[src/rtl/irom_pkg.sv]
// Shared definitions for the instruction-fetch front end.
// Holds the instruction width, FSM state encodings and the bus-beat helper.
// No ports; imported by irom_fetch and irom_beat_ctrl.
package irom_pkg;

  localparam int INST_W = 32;

  // Fetch FSM state encoding
  typedef logic [1:0] fetch_state_t;
  localparam fetch_state_t IDLE   = 2'd0;
  localparam fetch_state_t ACCESS = 2'd1;
  localparam fetch_state_t DONE   = 2'd2;

  // Number of external bus beats needed to assemble one instruction
  function automatic int beats_of(input int data_w);
    return INST_W / data_w;
  endfunction

endpackage

[src/rtl/irom_beat_ctrl.sv]
// Beat/wait-state sequencer for the external instruction memory.
// Ports: clk/rst, start/active/flush control from the FSM, req_addr (word address),
//        beat index and beat_sample/last_beat pulses back to the FSM, mem_* bus drive.
module irom_beat_ctrl
  import irom_pkg::*;
#(
  parameter int DATA_W      = 16,
  parameter int ADDR_W      = 20,
  parameter int WAIT_CYCLES = 2
) (
  input  logic              clk,
  input  logic              rst,
  input  logic              start,
  input  logic              active,
  input  logic              flush,
  input  logic [29:0]       req_addr,
  output logic [0:0]        beat,
  output logic              beat_sample,
  output logic              last_beat,
  output logic [ADDR_W-1:0] mem_addr,
  output logic              mem_ce_n,
  output logic              mem_oe_n
);

  localparam int           BEATS     = beats_of(DATA_W);
  localparam logic [3:0]   WAIT_LAST = 4'(WAIT_CYCLES - 1);
  localparam logic [0:0]   BEAT_LAST = 1'(BEATS - 1);

  logic [3:0]  wait_cnt;
  logic [31:0] lin_addr;
  logic        unused_hi;

  // Data is sampled on the last wait cycle of each beat
  assign beat_sample = active && (wait_cnt == WAIT_LAST);
  assign last_beat   = beat_sample && (beat == BEAT_LAST);

  always_ff @(posedge clk) begin
    if (rst || flush || start) begin
      wait_cnt <= '0;
      beat     <= '0;
    end else if (active) begin
      if (beat_sample) begin
        wait_cnt <= '0;
        beat     <= last_beat ? 1'b0 : beat + 1'b1;
      end else begin
        wait_cnt <= wait_cnt + 4'd1;
      end
    end
  end

  // Bus-word address; bits above ADDR_W wrap silently
  assign lin_addr  = ({2'b00, req_addr} * 32'(BEATS)) + {31'd0, beat};
  assign unused_hi = ^lin_addr;

  // ce/oe stay low across all beats of one access
  assign mem_addr  = active ? lin_addr[ADDR_W-1:0] : '0;
  assign mem_ce_n  = ~active;
  assign mem_oe_n  = ~active;

endmodule

[src/rtl/irom_fetch.sv]
// IF-stage instruction fetch: fetches a 32-bit word over a 16/32-bit async bus and holds it.
// Ports: clk/rst, fetch_ce/fetch_addr/flush from PC logic, inst/inst_valid/fetch_stall to
//        the pipeline, mem_addr/mem_ce_n/mem_oe_n/mem_we_n/mem_rdata to external memory.
module irom_fetch
  import irom_pkg::*;
#(
  parameter int DATA_W      = 16,
  parameter int ADDR_W      = 20,
  parameter int WAIT_CYCLES = 2
) (
  input  logic              clk,
  input  logic              rst,
  input  logic              fetch_ce,
  input  logic [31:0]       fetch_addr,
  input  logic              flush,
  output logic [31:0]       inst,
  output logic              inst_valid,
  output logic              fetch_stall,
  output logic [ADDR_W-1:0] mem_addr,
  output logic              mem_ce_n,
  output logic              mem_oe_n,
  output logic              mem_we_n,
  input  logic [DATA_W-1:0] mem_rdata
);

  localparam int BEATS = beats_of(DATA_W);

  fetch_state_t      state;
  logic [29:0]       req_addr;
  logic [29:0]       held_addr;
  logic [INST_W-1:0] held_inst;
  logic              held_valid;
  logic [INST_W-1:0] asm_word;

  logic              hit;
  logic              miss;
  logic              start;
  logic [0:0]        beat;
  logic              beat_sample;
  logic              last_beat;
  logic              unused_lsb;

  assign unused_lsb = ^fetch_addr[1:0];

  assign hit   = fetch_ce && held_valid && (fetch_addr[31:2] == held_addr);
  assign miss  = fetch_ce && !hit;
  assign start = (state == IDLE) && miss && !flush;

  assign inst        = hit ? held_inst : '0;
  assign inst_valid  = hit;
  // Flush releases the pipeline in its own cycle so the redirect PC can load
  assign fetch_stall = miss && !flush;
  assign mem_we_n    = 1'b1;

  always_ff @(posedge clk) begin
    if (rst) begin
      state      <= IDLE;
      req_addr   <= '0;
      held_addr  <= '0;
      held_inst  <= '0;
      held_valid <= 1'b0;
      asm_word   <= '0;
    end else if (flush) begin
      // Flush beats a coincident DONE: the just-assembled word is dropped
      state      <= IDLE;
      held_valid <= 1'b0;
    end else begin
      case (state)
        IDLE: begin
          if (start) begin
            req_addr <= fetch_addr[31:2];
            state    <= ACCESS;
          end
        end
        ACCESS: begin
          if (beat_sample) begin
            // Little-endian assembly: beat 0 lands in the low bits
            for (int b = 0; b < BEATS; b++) begin
              if (beat == 1'(b)) begin
                asm_word[b*DATA_W +: DATA_W] <= mem_rdata;
              end
            end
            if (last_beat) begin
              state <= DONE;
            end
          end
        end
        DONE: begin
          held_inst  <= asm_word;
          held_addr  <= req_addr;
          held_valid <= 1'b1;
          state      <= IDLE;
        end
        default: state <= IDLE;
      endcase
    end
  end

  irom_beat_ctrl #(
    .DATA_W      (DATA_W),
    .ADDR_W      (ADDR_W),
    .WAIT_CYCLES (WAIT_CYCLES)
  ) u_beat_ctrl (
    .clk         (clk),
    .rst         (rst),
    .start       (start),
    .active      (state == ACCESS),
    .flush       (flush),
    .req_addr    (req_addr),
    .beat        (beat),
    .beat_sample (beat_sample),
    .last_beat   (last_beat),
    .mem_addr    (mem_addr),
    .mem_ce_n    (mem_ce_n),
    .mem_oe_n    (mem_oe_n)
  );

endmodule

[config.mk]
export PLATFORM = sky130hd
export DESIGN_NAME = irom_fetch
export DESIGN_NICKNAME = d
export VERILOG_FILES = /design/src/rtl/irom_pkg.sv /design/src/rtl/irom_beat_ctrl.sv /design/src/rtl/irom_fetch.sv
export SDC_FILE = /design/constraint.sdc
export NUM_CORES = 1
export LEC_CHECK = 0
export ABC_AREA = 1
export ABC_CLOCK_PERIOD_IN_PS = 1900
export CORE_MARGIN = 1
export CORE_UTILIZATION = 52
export CTS_CLUSTER_SIZE = 24
export DETAILED_ROUTE_END_ITERATION = 10
export PLACE_DENSITY = 0.78
export REMOVE_ABC_BUFFERS = 1
export SLEW_MARGIN = 20
export SYNTH_ARGS = -nofsm -noshare
export SYNTH_HDL_FRONTEND = slang
export SYNTH_SLANG_ARGS = --single-unit
[constraint.sdc]
create_clock -name clk -period 1.9 [get_ports clk]
set_clock_uncertainty 0.15 [all_clocks]
set_input_delay 0.19 -clock clk [delete_from_list [all_inputs] [get_ports clk]]
set_output_delay 0.19 -clock clk [all_outputs]
set_load 0.03 [all_outputs]
==> results of run 1 <==
==> power by group through the flow <==
stage,clock (mW),sequential [mW],combinational (mW)
after floorplan,0,2.89,0.267
after global placement,0,2.89,0.522
after detailed placement,0,2.90,0.527
after CTS,3.08,2.84,0.541
after global routing,3.23,2.84,0.627
final,3.06,2.84,0.561
==> cell type report <==
class	count	area share [%]
Timing Repair Buffer	166	19.7
Tap cell	140	2.08
Inverter	179	8.03
Clock inverter	12	1.28
Clock buffer	19	5.25
Multi-Input combinational cell	531	32.1
Sequential cell	132	31.6
==> layer usage <==
layer / share of wire [%] / wire (um) / vias to the layer above
met1: 42 / 6550 / 2637
li1: - / - / 2982
met2: 50 / 7810 / 202
met4: 1.1 / 177 / 0
met3: 7.0 / 1090 / 17
met5: 0 / 0 / -
==> worst paths after layout <==
kind / from / endpoint
max reg2reg: held_addr[14] / req_addr[7]
min reg2reg: held_addr[22] / held_addr[22]
max: held_addr[14] / inst[14]
min: fetch_addr[23] / req_addr[21]
==> cell families after synthesis <==
logic type | synth area share, %
and+or+nand+nor | 24.8
buffers and inverters | 15.4
AOI/OAI and AO/OA | 13.5
DFF | 44.3
xor gates and xnor gates | 1.47
adders and majority gates | 0.419
other | 0.0629
==> state kept, by name, indices dropped and copies added (netlist names) <==
name and count:
asm_word 32, held_addr 30, held_inst 32, held_valid 1, req_addr 30, state 2
u_beat_ctrl.beat 1, u_beat_ctrl.wait_cnt 4
==> placed cells by master, fill, tap and decap left out, types with 2 or more instances in the layout <==
master             n
nand2_4            2
nand2_1          139
clkinvlp_4         3
o21ai_0           90
clkbuf_2           3
nand2_2            7
xnor2_1            4
clkinv_2           4
dfxtp_1          116
clkdlybuf4s50_1   48
clkbuf_16         19
nand3_1            2
a21oi_1           64
inv_1            157
ha_1               2
o21ai_1            4
nor2_1           126
buf_12            10
nand4_1           32
nor2_2            15
clkinv_4           2
inv_2             20
buf_6             33
dfxtp_2           16
inv_6              2
buf_4             67
xnor2_2            3
a21oi_2            2
inv_4              2
nor2_4            28
xor2_1             3
==> what timing repair did <==
item,CTS,global route
resized for setup,44,116
buffers inserted,2,3
endpoints found under the setup margin,47,99
cloned,0,3
pin swaps,5,23
hold buffers,0,0
==> metrics by stage <==
stage / util (%) / power [mW] / std cells
after floorplan: - / 3.16 / 842
after global placement: 66.6 / 3.42 / 1140
after detailed placement: 66.6 / 3.42 / 1140
after CTS: 72.7 / 6.45 / 1173
after global routing: 76.5 / 6.69 / 1179
final: 76.5 / 6.46 / 1179
==> critical path, cell delays in order (launching register included) <==
cell and delay (ns):
dfxtp_2 0.34, inv_2 0.04, nand2_2 0.05, nand2_1 0.05
inv_1 0.05, nand2_1 0.06, nor2_1 0.08, nand2_1 0.09
nor2_2 0.16, nand2_4 0.14, clkbuf_16 0.21, nor2_4 0.12
buf_6 0.13
==> flow_summary.toml, run 1 <==
[sta]
max_freq_mhz = 437
tns_ns = -14.27
setup_viol = 66
layout_setup_ws_ns = -0.387
slew_violations = 0
post-route-period-util_pct = 120
hold_violations = 0
rsz0062_at_grt = "yes"
finalCriticalPeriod_ns = 2.29
whs_ns = 0.191

[power_and_ir_drop]
pwr-share-seq_pct = 43.9
p_leak_nw = 3.80
switching_share_pct = 24.1
comb_power_share_pct = 8.7
powerDensity_mw_per_mm2 = 766
clockPowerShare_pct = 47.4
ir_drop_mv = 0.656
netSwitchingPower_mw = 1.55
intPower_mw = 4.90

[cells_and_area]
fin_area_mm2 = 0.00843
nets = 1081
insertedDiodeCount = 0
fill_cells = 794
multi_input_area_mm2 = 0.00271
area_growth_syn_to_layout_pct = 41.4
seq_area_mm2 = 0.00266
drive_gt1_share_pct = 23.7

[drt]
viasPerCell = 4.95
drc = 0
via_count = 5838
drt_first_pass_iters = 5
drt_wl_total_um = 15600
drtIter0Drc = 274
post_drt_wl_per_cell_um = 13.3
postRouteAntennaNets = 0

[logic_synthesis]
yosys_most_used_dff = "dfxtp_1"
yosys-top-cells-count = "170 x inv_1, 166 x nor2_1, 147 x nand2_1"
ys_async_sr_fraction_pct = 0
netlist_area_mm2 = 0.00596
yosysWarnings = 0
synth_top_area_share_pct = 44.3
ys_types = 29
syn_area_per_cell_um2 = 6.69
seq_area_frac_synth_pct = 44.3
yosys.area.top_type = "dfxtp_1"
synthTopCellsByArea = "dfxtp_1 44%, inv_1 11%, nor2_1 10%"
syn-instance-count = 891
synth-edff-count = 0
synth.most_common_cell = "inv_1"
synth-seq-cells = 132

[clock_network]
clk_latency_ns = 0.41
cts_buffers = 17
cts.sinks = 132
cts-htree-levels = 4
cts_buffer_depth = 2
root_buffer = "clkbuf_16"
cts_tree = "yes"
clkTransAtPathRegs_ns = 0.06

[grt]
grt_overflow = 0
grt_busiest_layer = "met2"
use_met2_pct = 43.6
grt_pass1_wl_um = 23600
grtUsageTotal_pct = 25.4
met3_usage_pct = 6.28
use_met1_pct = 31.6
antenna_found_initial = 0
grt_max_degree = 65
grt_pass1_vias = 5180

[placed_design]
placed_cell_area_mm2 = 0.00734
dp_hpwl_um = 9400
io_buffers = 105
dp_slack_ns = -0.298
routabilityCongestion = 0.864

[critical_path]
crit_type = "reg -> out"
crit_fanout = 7
end_kind = "output port"
cp.required_ns = 1.56
cp.arrival_ns = 1.95
r2r_cells = 15
startpoint_type = "flop"
r2r_setup_slack_ns = -0.13

[floorplanning]
die_h_um = 109
die_x_um = 109
start_util_pct = 54.1
rows = 38
fp.dieArea_mm2 = 0.0119
pin_count = 109
core_area_mm2 = 0.0110

[min_path]
min_path_cells = 6
holdCritPathClass = "in -> reg"

[outcome]
violations = "setup timing"
outcome = "finished with violations"

[run]
cap_violations = 0
No activity file was read; power rests on OpenSTA's default activity.
==> inputs of run 2 (changes only) <==
Settings changed: HOLD_SLACK_MARGIN set to 0.06.
==> results of run 2 <==
Final layout, timing and power as in run 1 (identical DEF).
==> inputs of run 3 (changes only) <==
Settings changed: SETUP_SLACK_MARGIN set to 0.4, SLEW_MARGIN 20 to 10.
==> run 3 against run 2 <==
Compared with the run above: utilization rose by 13 points; combinational power rose by 31%; first-iteration DRC count rose by 93%; cell area rose by 18%; the run still ends with setup timing left; via count up 19%; largest cell class unchanged; clock-buffer cell count unchanged; cell count increased by 3.5%; hold slack got worse by 0.042 ns; highest routed layer is now met5.
==> flow_summary.toml, run 3 (same netlist as run 1, synthesis figures left out) <==
[outcome]
outcome = "finished with violations"
violations = "setup timing"

[sta]
layout_setup_ws_ns = -0.598
hold_violations = 0
setup_viol = 124
slew_violations = 0
tns_ns = -32.79
post-route-period-util_pct = 131
max_freq_mhz = 400
rsz0062_at_grt = "yes"
finalCriticalPeriod_ns = 2.50

[clock_network]
root_buffer = "clkbuf_16"
cts_hold_buf = 0
cts.sinks = 132
cts_buffer_depth = 2
cts-htree-levels = 4
cts_buffers = 17
cts_tree = "yes"
clkTransAtPathRegs_ns = 0.06
clk_latency_ns = 0.44

[drt]
viasPerCell = 5.68
drt_first_pass_iters = 8
drtIter0Drc = 528
drc = 0
postRouteAntennaNets = 0
via_count = 6934
post_drt_wl_per_cell_um = 20.1
drt_wl_total_um = 24500

[floorplanning]
rows = 38
pin_count = 109
die_x_um = 109
start_util_pct = 54.1
core_area_mm2 = 0.0110
fp.dieArea_mm2 = 0.0119
die_h_um = 109

[placed_design]
routabilityCongestion = 0.864
io_buffers = 105
dp_hpwl_um = 9400
dp.cells = 1140
dp_slack_ns = -0.298

[cells_and_area]
nets = 1122
drive_gt1_share_pct = 38.1
area_growth_syn_to_layout_pct = 66.2
fill_cells = 455
layout_common_cells = "158 x inv_1, 139 x nand2_1, 114 x dfxtp_1, 86 x nor2_1, 67 x buf_6"
layout_commonest_cell = "inv_1"
fin_cells = 1220
top_regs = "asm_word x32, held_inst x32"
insertedDiodeCount = 0

[power_and_ir_drop]
comb_power_share_pct = 10.9
netSwitchingPower_mw = 1.80
clockPowerShare_pct = 47.0
switching_share_pct = 26.6
p_leak_nw = 4.28
pwr-share-seq_pct = 42.1
powerDensity_mw_per_mm2 = 682
intPower_mw = 4.96
ir_drop_mv = 0.738

[min_path]
worstHoldStart = "fetch_addr[31]"
min_path_cells = 6
holdCritPathClass = "in -> reg"
hold_end = "req_addr[29]"

[grt]
grt_pass1_vias = 5873
antenna_found_initial = 1
grt_overflow = 0
grt_pass1_wl_um = 26900
grt_max_degree = 65
grtUsageTotal_pct = 29.1

[critical_path]
r2r_setup_slack_ns = -0.41
startpoint_type = "flop"
crit_type = "reg -> out"
r2r_cells = 15
end_kind = "output port"
crit_fanout = 7
crit_path_start = "held_addr[6]"
cp.required_ns = 1.56
r2r-end = "req_addr[23]"
cp.arrival_ns = 2.16
r2r_start = "held_addr[6]"

[run]
cap_violations = 0
run 3: cell count changes in the layout (fill, tap and decap cells not counted), moves of 24 or more:
cell	previous run	this run
nor2_1	126	86
buf_6	33	67
o21ai_0	90	31
a21oi_1	64	40
nor2_4	28	57
o21ai_2	0	46
run 3: metal layers:
| metal | GRT usage (%) | wire (um) | share of wire [%] | up-vias |
|---|---|---|---|---|
| met5 | 0 | 13 | 0.053 | - |
| met4 | 8.59 | 1430 | 5.8 | 2 |
| met3 | 6.58 | 1980 | 8.1 | 140 |
| met2 | 52.8 | 12600 | 51 | 476 |
| met1 | 33.9 | 8510 | 35 | 3233 |
| li1 | - | - | - | 3083 |
run 3: worst max path at each step:
stage	endpoint	slack, ns	cells past startpoint
after floorplan	held_addr[0]	-1.31	3
after global placement	inst[23]	-0.32	10
after detailed placement	inst[1]	-0.30	11
after CTS	inst[9]	-0.36	10
after global routing	inst[2]	-0.69	12
final	inst[19]	-0.60	12
run 3: timing repair:
action | CTS | global route
gates cloned | 4 | 14
pin swaps | 40 | 65
gates resized for setup | 240 | 234
endpoints found under the hold margin | 0 | 0
buffers inserted | 19 | 12
endpoints found under the setup margin | 124 | 158
run 3: area by class of cell:
| class | instances | area (um2) | share of cell area, % |
|---|---|---|---|
| timing repair inverter | 1 | 11.3 | 0.114 |
| clock inverter | 12 | 108 | 1.09 |
| inverter | 179 | 699 | 7.06 |
| sequential | 132 | 2670 | 26.9 |
| timing repair buffer | 206 | 2450 | 24.7 |
| multi-input combinational | 531 | 3360 | 33.9 |
| clock buffer | 19 | 443 | 4.47 |
| tap | 140 | 175 | 1.77 |
run 3: critical path: stages (launching register included):
cell and delay (ns):
dfxtp_2 0.33, inv_1 0.06, nand2_1 0.08, nand2_1 0.08, inv_2 0.06, nand2_1 0.06, nor2_2 0.15, nand2_1 0.11
nor2_2 0.17, nand2_4 0.14, buf_6 0.17, nor2_1 0.13, buf_4 0.19
run 3: power by group through the flow:
| stage | Sequential, mW | Clock [mW] | Combinational, mW |
|---|---|---|---|
| 2_1_floorplan | 2.89 | 0 | 0.267 |
| 3_3_place_gp | 2.89 | 0 | 0.522 |
| 4_1_cts | 2.84 | 3.08 | 0.626 |
| 6_report | 2.85 | 3.18 | 0.736 |
| 3_5_place_dp | 2.90 | 0 | 0.527 |
| 5_1_grt | 2.85 | 3.27 | 0.780 |
run 3: stage by stage:
step	util (%)	power, mW	cell area, um2	hold slack [ns]
after global routing	89.9	6.90	9910	0.172
final	89.9	6.76	9910	0.149
after global placement	66.6	3.42	7340	0.288
after floorplan	-	3.16	5720	0.175
after CTS	79.5	6.54	8770	0.230
after detailed placement	66.6	3.42	7340	0.293
